`config.mk`:
```
export PLATFORM = sky130hd
export DESIGN_NAME = next_pc_ctrl_flat
export DESIGN_NICKNAME = d
export VERILOG_FILES = /design/src/rtl/next_pc_ctrl_pkg.sv /design/src/rtl/next_pc_ctrl_if.sv /design/src/rtl/next_pc_ctrl_step_debounce.sv /design/src/rtl/next_pc_ctrl.sv /design/src/flat_wrapper.sv
export SDC_FILE = /design/constraint.sdc
export NUM_CORES = 1
export LEC_CHECK = 0
export ABC_AREA = 0
export CAP_MARGIN = 25
export CORE_MARGIN = 2
export CORE_UTILIZATION = 40
export CTS_BUF_LIST = sky130_fd_sc_hd__clkbuf_4 sky130_fd_sc_hd__clkbuf_8
export DETAILED_ROUTE_END_ITERATION = 10
export PLACE_DENSITY = 0.66
export RECOVER_POWER = 100
export SLEW_MARGIN = 15
export SYNTH_ARGS = -nofsm -noshare
export SYNTH_HDL_FRONTEND = slang
export SYNTH_SLANG_ARGS = --single-unit
```
`constraint.sdc`:
```
create_clock -name Clk -period 5.3 [get_ports Clk]
set_input_delay 1.06 -clock Clk [delete_from_list [all_inputs] [get_ports Clk]]
set_output_delay 1.06 -clock Clk [all_outputs]
set_load 0.01 [all_outputs]
```
`src/rtl/next_pc_ctrl_pkg.sv`:
```
// Shared opcode constants, FSM encoding and PC arithmetic helper for the
// single-step next-PC controller.
package pc_ctrl_pkg;

   localparam logic [5:0] J   = 6'b000010;
   localparam logic [5:0] JAL = 6'b000011;
   localparam logic [5:0] BEQ = 6'b000100;
   localparam logic [5:0] BNE = 6'b000101;

   localparam logic [31:0] PC_INCREMENT = 32'd4;

   typedef enum logic [1:0] {
      IDLE  = 2'd0,
      STEP  = 2'd1,
      CHECK = 2'd2
   } state_t;

   // Word offset from a 16-bit branch immediate, sign-extended to 32 bits.
   function automatic logic [31:0] branch_offset(input logic [15:0] imm);
      return {{14{imm[15]}}, imm, 2'b00};
   endfunction

endpackage

```
`src/rtl/next_pc_ctrl_if.sv`:
```
// PC datapath bundle between the program counter/instruction memory side
// (master) and the next-PC controller (slave).
interface next_pc_ctrl_if;

   logic [31:0] PcQ;
   logic [31:0] Instr;
   logic        Zero;
   logic [31:0] NextPc;
   logic        PcEnable;
   logic        Jump;
   logic        Branch;

   modport master (
      output PcQ,
      output Instr,
      output Zero,
      input  NextPc,
      input  PcEnable,
      input  Jump,
      input  Branch
   );

   modport slave (
      input  PcQ,
      input  Instr,
      input  Zero,
      output NextPc,
      output PcEnable,
      output Jump,
      output Branch
   );

endinterface

```
`src/rtl/next_pc_ctrl_step_debounce.sv`:
```
// Push-button conditioning: two-flop synchronizer, level debounce and a
// one-cycle pulse on each accepted press.
module step_debounce #(
   parameter int DEBOUNCE_CYCLES = 1000
) (
   input  logic Clk,
   input  logic Rst,
   input  logic Step,
   output logic StepPulse
);

   localparam logic [15:0] LAST_COUNT = 16'(DEBOUNCE_CYCLES - 1);

   logic        sync_0;
   logic        sync_1;
   logic        level;
   logic        level_q;
   logic [15:0] stable_count;

   always_ff @(posedge Clk) begin
      if (Rst) begin
         sync_0       <= 1'b0;
         sync_1       <= 1'b0;
         level        <= 1'b0;
         level_q      <= 1'b0;
         stable_count <= '0;
      end else begin
         sync_0  <= Step;
         sync_1  <= sync_0;
         level_q <= level;
         // Any sample agreeing with the accepted level restarts the run.
         if (sync_1 == level) begin
            stable_count <= '0;
         end else if (stable_count == LAST_COUNT) begin
            level        <= sync_1;
            stable_count <= '0;
         end else begin
            stable_count <= stable_count + 16'd1;
         end
      end
   end

   assign StepPulse = level & ~level_q;

endmodule

```
`src/rtl/next_pc_ctrl.sv`:
```
// Single-step next-PC controller: each accepted button press loads PC+4,
// then reloads the jump/branch target one cycle later if the new instruction transfers control.
module next_pc_ctrl
   import pc_ctrl_pkg::*;
#(
   parameter int DEBOUNCE_CYCLES = 1000
) (
   input  logic                 Clk,
   input  logic                 Rst,
   input  logic                 Step,
   next_pc_ctrl_if.slave        pc,
   output logic                 Busy,
   output logic [15:0]          StepCount
);

   state_t      state;
   state_t      state_next;
   logic        pending;
   logic        pending_next;
   logic        step_pulse;
   logic        start_step;
   logic [15:0] step_count;
   logic [5:0]  opcode;
   logic [31:0] pc_plus4;
   logic [31:0] jump_target;
   logic [31:0] branch_target;

   step_debounce #(
      .DEBOUNCE_CYCLES(DEBOUNCE_CYCLES)
   ) u_step_debounce (
      .Clk       (Clk),
      .Rst       (Rst),
      .Step      (Step),
      .StepPulse (step_pulse)
   );

   assign opcode    = pc.Instr[31:26];
   assign pc.Jump   = (opcode == J) || (opcode == JAL);
   assign pc.Branch = ((opcode == BEQ) &&  pc.Zero) ||
                      ((opcode == BNE) && !pc.Zero);

   assign pc_plus4      = pc.PcQ + PC_INCREMENT;
   assign jump_target   = {pc_plus4[31:28], pc.Instr[25:0], 2'b00};
   assign branch_target = pc_plus4 + branch_offset(pc.Instr[15:0]);

   always_ff @(posedge Clk) begin
      if (Rst) begin
         state   <= IDLE;
         pending <= 1'b0;
      end else begin
         state   <= state_next;
         pending <= pending_next;
      end
   end

   always_comb begin
      state_next   = state;
      pending_next = pending;
      start_step   = 1'b0;
      pc.PcEnable  = 1'b0;
      pc.NextPc    = pc_plus4;
      case (state)
         IDLE: begin
            if (step_pulse || pending) begin
               state_next   = STEP;
               pending_next = 1'b0;
               start_step   = 1'b1;
            end
         end
         STEP: begin
            state_next  = CHECK;
            pc.PcEnable = 1'b1;
            if (step_pulse) begin
               pending_next = 1'b1;
            end
         end
         CHECK: begin
            // PC already holds the incremented value; decode the new instruction.
            state_next  = IDLE;
            pc.PcEnable = pc.Jump | pc.Branch;
            if (pc.Jump) begin
               pc.NextPc = jump_target;
            end else if (pc.Branch) begin
               pc.NextPc = branch_target;
            end
            if (step_pulse) begin
               pending_next = 1'b1;
            end
         end
         default: begin
            state_next = IDLE;
         end
      endcase
   end

   always_ff @(posedge Clk) begin
      if (Rst) begin
         step_count <= '0;
      end else if (start_step) begin
         step_count <= step_count + 16'd1;
      end
   end

   assign StepCount = step_count;
   assign Busy      = (state != IDLE);

endmodule
```
`src/flat_wrapper.sv`:
```
// flat-port wrapper written by rule: the top's interface ports become plain ports
module next_pc_ctrl_flat import pc_ctrl_pkg::*;
#(
   parameter int DEBOUNCE_CYCLES = 1000
)
  (Clk, Rst, Step, Busy, StepCount, pc_PcQ, pc_Instr, pc_Zero, pc_NextPc, pc_PcEnable, pc_Jump, pc_Branch);
  next_pc_ctrl_if pc_i ();
  input  logic Clk;
  input  logic Rst;
  input  logic Step;
  output logic Busy;
  output logic [15:0] StepCount;
  input wire logic [$bits(pc_i.PcQ)-1:0] pc_PcQ;
  input wire logic [$bits(pc_i.Instr)-1:0] pc_Instr;
  input wire logic [$bits(pc_i.Zero)-1:0] pc_Zero;
  output wire logic [$bits(pc_i.NextPc)-1:0] pc_NextPc;
  output wire logic [$bits(pc_i.PcEnable)-1:0] pc_PcEnable;
  output wire logic [$bits(pc_i.Jump)-1:0] pc_Jump;
  output wire logic [$bits(pc_i.Branch)-1:0] pc_Branch;
  assign pc_i.PcQ = pc_PcQ;
  assign pc_i.Instr = pc_Instr;
  assign pc_i.Zero = pc_Zero;
  assign pc_NextPc = pc_i.NextPc;
  assign pc_PcEnable = pc_i.PcEnable;
  assign pc_Jump = pc_i.Jump;
  assign pc_Branch = pc_i.Branch;
  next_pc_ctrl #(.DEBOUNCE_CYCLES(DEBOUNCE_CYCLES)) u_core (.Clk(Clk), .Rst(Rst), .Step(Step), .pc(pc_i), .Busy(Busy), .StepCount(StepCount));
endmodule
```
# == Yosys cells after proc, flatten, opt, wreduce, memory -nomap -nowiden ==
# Index checks and enable logic that the tools add are counted.
# classes
n_addsub,4
eq_ne,10
mux,11
shifts,0
bitwise_logic,4
n_mul,0
n_lt_le_gt_ge,0
reduce_logical,13
div,0
# ops
operator,n
$mux W32,3
$add A16 B1 Y16 const B,2
$add A32 B3 Y32 const B,1
$add A32 B32 Y32,1
$eq A16 B10 Y1 const B,1
$eq A6 B2 Y1 const B,2
$eq A6 B3 Y1 const B,2
$mux W1,4
$ne A2 B1 Y1 const B,2
$pmux W1 S2,2
$pmux W2 S2,1
$reduce_bool A2 Y1,2
$logic_or A1 B1 Y1,3
$reduce_and A3 Y1,1
$reduce_or A3 Y1,1
$eq A2 B1 Y1 const B,1
$eq A2 B2 Y1 const B,1
$logic_and A1 B1 Y1,2
$logic_not A2 Y1,1
$mux W2,1
$not A1 Y1,2
$reduce_and A2 Y1,1
$reduce_or A2 Y1,1
$and A1 B1 Y1,1
other kinds (3),3
# totals
ff_bits,39
romBits,0
wordCells,50
input_bits,68
latchBits,0
ramBits,0
mem_count,0
output_inout_bits,52

# == Logic depth before layout (Yosys ltp) ==
# logic_depth
word_depth,6
mapped_depth,17
mapped_depth_nobuf,16

# == Cells and area by module ==
# From an unflattened synthesis, not the netlist that was laid out.
# hier_totals
cells_unflattened,555
area_unflattened_um2,4322.9
# by_module_without_submodules
module,cells_per_inst,instances,seq_area_each_um2,area_each_um2
next_pc_ctrl,464,1,380.4,3425.8
step_debounce,91,1,400.4,897.1

# == Worst setup path before layout ==
# No wires, ideal clock.
# synth_path
path_type,input port to output port
start,in pc_PcQ[5]
end,out pc_NextPc[26]
path_stages,15
arrival_ps,4034
n_path_buf,0
required_ps,4240
path_slack_ps,206
path_cell_list,and4_1 -> and4_1 -> and3_1 -> nand3_1 -> xnor2_1 -> ha_1 -> a21oi_1 -> o21ai_1 -> a21o_1 -> a221oi_4 -> o21ai_2 -> a311oi_2 -> o21bai_1 -> xnor2_1 -> o21ai_1
# synth_via
elab_chain_cells,5
# synth_lines
element,line,rtl
start: declaration,flat_wrapper.sv:13,input wire logic [$bits(pc_i.PcQ)-1:0] pc_PcQ;
$add A32 B3 Y32 (*),next_pc_ctrl.sv:42,assign pc_plus4 = pc.PcQ + PC_INCREMENT;
$add A32 B32 Y32,next_pc_ctrl.sv:44,assign branch_target = pc_plus4 + branch_offset(pc.Instr[15:0]);
$mux W32,next_pc_ctrl.sv:83,end else if (pc.Branch) begin
$mux W32,next_pc_ctrl.sv:81,if (pc.Jump) begin
$mux W32 (*),next_pc_ctrl.sv:62,case (state)
end: declaration,flat_wrapper.sv:16,output wire logic [$bits(pc_i.NextPc)-1:0] pc_NextPc;
# Mark *: on every way between the ends. The rest lies on a longest branch, timed or not.

# == Worst setup path in the final report ==
# layout_path
start,in pc_PcQ[6]
end,out pc_NextPc[25]
# Same word-level chain as after synthesis.

==> results <==
- The top flip-flop cell by instance count after synthesis is dfxtp_1.
- For the worst setup path, the data required time is about 4200 ps.
- The total setup violations reported at the end of the flow is 0.
- The count of pins over their slew limit is 0.
- The detailed router finished its first iteration with ~330 violations.
- Yosys instantiated no cell more often than nor2_1.
- The floorplan step defined a die boundary enclosing 11500 sq um.
- The synthesized design contains 0 enable-type register cells.
- Synthesis inferred 39 register bits.
- The ratio of cells with drive above 1 in the final layout is 0.336.
- The detail route stage leaves a number of antenna-violating nets equal to 0.
- The fill cell instance count of the final layout is slightly below 800.
- The highest net fanout along the worst path is 4.
- Of the available clock period, the critical path in the final layout requires 0.996.
- The number of buffers added by the clock tree synthesis step is 5.
- The layout overhead on the synthesized area is 75.1%.
- At the pin with the least slew margin, the transition time is between 800 and 900 ps.
- Row generation in the floorplan step produced 37 rows.
- The total of warnings raised by yosys is 0.
- The TritonCTS clock tree is yes.
- Summing over every cut layer, the via total after detailed routing is between 5000 and 6000.
- The highest clock frequency the design can meet is 189 MHz.
- The type of the worst setup path is in2out.
- The number of antenna diodes in the final layout is 0.
- Total power for the finished layout comes to 1.06 mW.
- The clock transition time at the flip-flop clock pins of the worst setup and hold paths is 80 ps.
- The synthesized netlist occupies a cell area of 4270 sq um.
- The share of total power in sequential cells is 0.279.
- The capturing element type of the critical path is a primary output.
- 120 I/O pins were placed.
- The routability-driven placement congestion ratio is a little over 0.9.
- The initial antenna violation count was 0.
- The average wire per standard cell is around 17 microns.
- Measured against its own limit, the worst slew margin works out to 0.461.
- The depth of the CTS H-tree is 2.
- The arrival time at the worst endpoint is 4220 ps.
- The count of endpoints failing hold in the final timing report is 0.
- The number of global-route vias before repair came to around 5500.
- The multi-input combinational cells in the finished layout cover a total of roughly 3900 sq um.
- Setup repair after global routing could not meet its margin everywhere.
- The worst setup path is launched from an input port.
- Hold repair after CTS inserted 0 buffers.
- The largest net degree at the start of global routing is 25.
- The count of input and output buffers is ~120.
- The kind of path behind the tightest hold check is reg2reg.
- By count the netlist is led by nor2_1, nand2_1, a21oi_1.
- Dividing total power by cell area gives a power density of around 140 nW/um^2.
- The average instance area after synthesis is 7.42 sq um.
- The biggest area contributor in the post-synthesis netlist is dfxtp_1.
- For the finished layout, the period the worst path requires is roughly 5300 ps.
- The switching power is about 0.36 mW.
- The proportion of synthesized chip area in sequential cells is 0.183.
- The summed negative setup slack over all endpoints is 0 ps.
- The first global-routing pass estimated between 20 and 30 mm of wire.
- Max-cap violations in this run came to 0.
- After global routing the overflow that remains totals 0.
- The combined global-route utilization of all metal layers is 0.284.
- Across the whole layout, storage elements account for 781 sq um.
- The share of total power dissipated in the clock network is 0.203.
- The synthesized net count is around 700.
- The insertion delay to the later sink of the worst-skew pair is between 200 and 300 ps.
- The clock skew after layout is between 10 and 15 ps.
- The share of total power dissipated in combinational logic is 0.518.
- Of the total power, the share spent switching nets is 0.336.
- After legalization and detailed placement, the total HPWL measured 12.6 mm.
- The final layout contains 975 nets.
- The tree built by TritonCTS fans out to 39 sinks.
- The pre-antenna-repair detailed-routing pass consisted of 5 iterations.
- VDD sags by at most about 0.19 mV.
- The width of the chip is between 100 and 150 microns.
- Of the post-synthesis cell area, the dominant cell type holds 0.183.
- The initial utilization of the core area, before any placement, comes to 0.413.
- The flow ran to the end, and the final reports show no timing, DRC or antenna violations.
- After detailed routing, the number of remaining DRC violations is 0.
- The cell count after synthesis is around 580.
- The detailed-route wire length is around 17 mm.
- The internal power of the cells totals about 0.7 mW.
- The total area inside the core boundary comes to a little over 10000 sq um.
- Counting flops with an async set or reset pin after synthesis yields a share of 0.
- The via density per instance is around 5.6.
- The maximum buffer depth of the clock tree is 2.
- The cell at the root of the clock tree is clkbuf_8.
- In this run the static leakage power is 3.31 nW.
- After synthesis, the cell types taking the most area are dfxtp_1, ha_1, xnor2_1.
- The floorplan step set the die height to 107 microns.
- Yosys mapped the design onto 56 distinct sky130hd cell types.
-- placed cells by master (no fill, tap or decap), types with 4 or more instances in the layout --
cell type,instances
nor2_1,67
or3_1,6
nand2_1,48
and3_1,7
nand4_1,15
dlygate4sd2_1,10
xnor2_1,32
nand2_2,4
nor2b_1,6
and2_1,5
o211ai_1,5
buf_4,173
inv_1,15
clkbuf_8,6
o21ai_1,6
dlygate4sd3_1,29
xor2_1,34
ha_1,32
xnor2_2,11
dfxtp_1,39
nor2_2,4
and4_1,4
nor3_1,8
buf_6,6
a21oi_1,36
ha_4,11
nor4_1,4
o22ai_1,13
o21ai_0,15
a21o_1,14
mux2i_1,5
a22oi_1,12
nand3_1,24
clkdlybuf4s50_1,56
clkbuf_2,6
a21oi_2,14
buf_2,10
o21a_1,5
-- metrics by stage --
| step | hold WS, ps | instances | utilization | area (sq um) | setup WS, ps |
|---|---|---|---|---|---|
| after floorplan | 414 | 575 | - | 4270 | 206 |
| after global placement | 430 | 965 | 0.649 | 6700 | -862 |
| after detailed placement | 449 | 965 | 0.649 | 6700 | -938 |
| after CTS | 459 | 990 | 0.693 | 7150 | 53.4 |
| after global routing | 478 | 999 | 0.724 | 7470 | -148 |
| final | 453 | 999 | 0.724 | 7470 | 21.2 |
-- power groups by stage --
stage / Combinational (mW) / Sequential, mW / Clock, mW
2_1_floorplan: 0.216 / 0.301 / 0
3_3_place_gp: 0.462 / 0.301 / 0
3_5_place_dp: 0.468 / 0.301 / 0
4_1_cts: 0.498 / 0.294 / 0.219
5_1_grt: 0.584 / 0.294 / 0.231
6_report: 0.547 / 0.294 / 0.214
-- worst max-delay path, stage by stage --
cell and delay [ps]:
buf_2 90, and4_1 200, and4_4 250, nand3_2 120, buf_4 180, nor2_1 120, xor2_1 240, ha_1 320
nand2_2 130, a21oi_1 70, a21oi_2 160, nand3_2 130, buf_4 170, and2_1 140, a21oi_1 190, xor2_1 100
a21oi_1 240, dlygate4sd2_1 300
-- cell families after synthesis --
family | share of synthesized area
simple gates | 0.254
compound gates | 0.217
xor+xnor | 0.168
fa+ha+maj | 0.134
flops | 0.183
buf+inv | 0.0299
mux | 0.0144
-- flip-flops by register name, summed over array words and instances (netlist names) --
register and cells:
u_core.pending 1, u_core.u_step_debounce.level_q 1, u_core.u_step_debounce.sync_1 1, u_core.StepCount 16, u_core.u_step_debounce.stable_count 16, u_core.state 2
u_core.u_step_debounce.level 1, u_core.u_step_debounce.sync_0 1
-- path summary, 6_finish.rpt --
kind	start	to	slack, ps	cells past startpoint
worst min-delay path	u_core.u_step_debounce.sync_0	u_core.u_step_debounce.sync_1	450	1
worst min register to register	u_core.u_step_debounce.sync_0	u_core.u_step_debounce.sync_1	450	1
worst max-delay path	pc_PcQ[6]	pc_NextPc[25]	20	18
worst max register to register	u_core.state[1]	u_core.StepCount[15]	3140	8
-- layer usage --
| layer | track usage | up-vias | share of wire |
|---|---|---|---|
| met3 | 0.0472 | 44 | 0.083 |
| li1 | - | 2627 | - |
| met2 | 0.503 | 278 | 0.49 |
| met5 | 0 | - | 0 |
| met4 | 0.0881 | 0 | 0.020 |
| met1 | 0.351 | 2625 | 0.41 |
-- cell type report --
class | count | area share
clock inverter | 1 | 0.00117
clock buffer | 7 | 0.0121
timing repair buffer | 296 | 0.327
multi-input combinational | 503 | 0.524
tap | 136 | 0.0228
inverter | 17 | 0.00854
sequential | 39 | 0.105
-- repair_timing --
item | in CTS | in global routing
endpoints found under the setup margin | 23 | 19
setup buffers | 17 | 9
pin swaps | 50 | 59
resized for setup | 126 | 69
(Power assumes the default switching activity.)
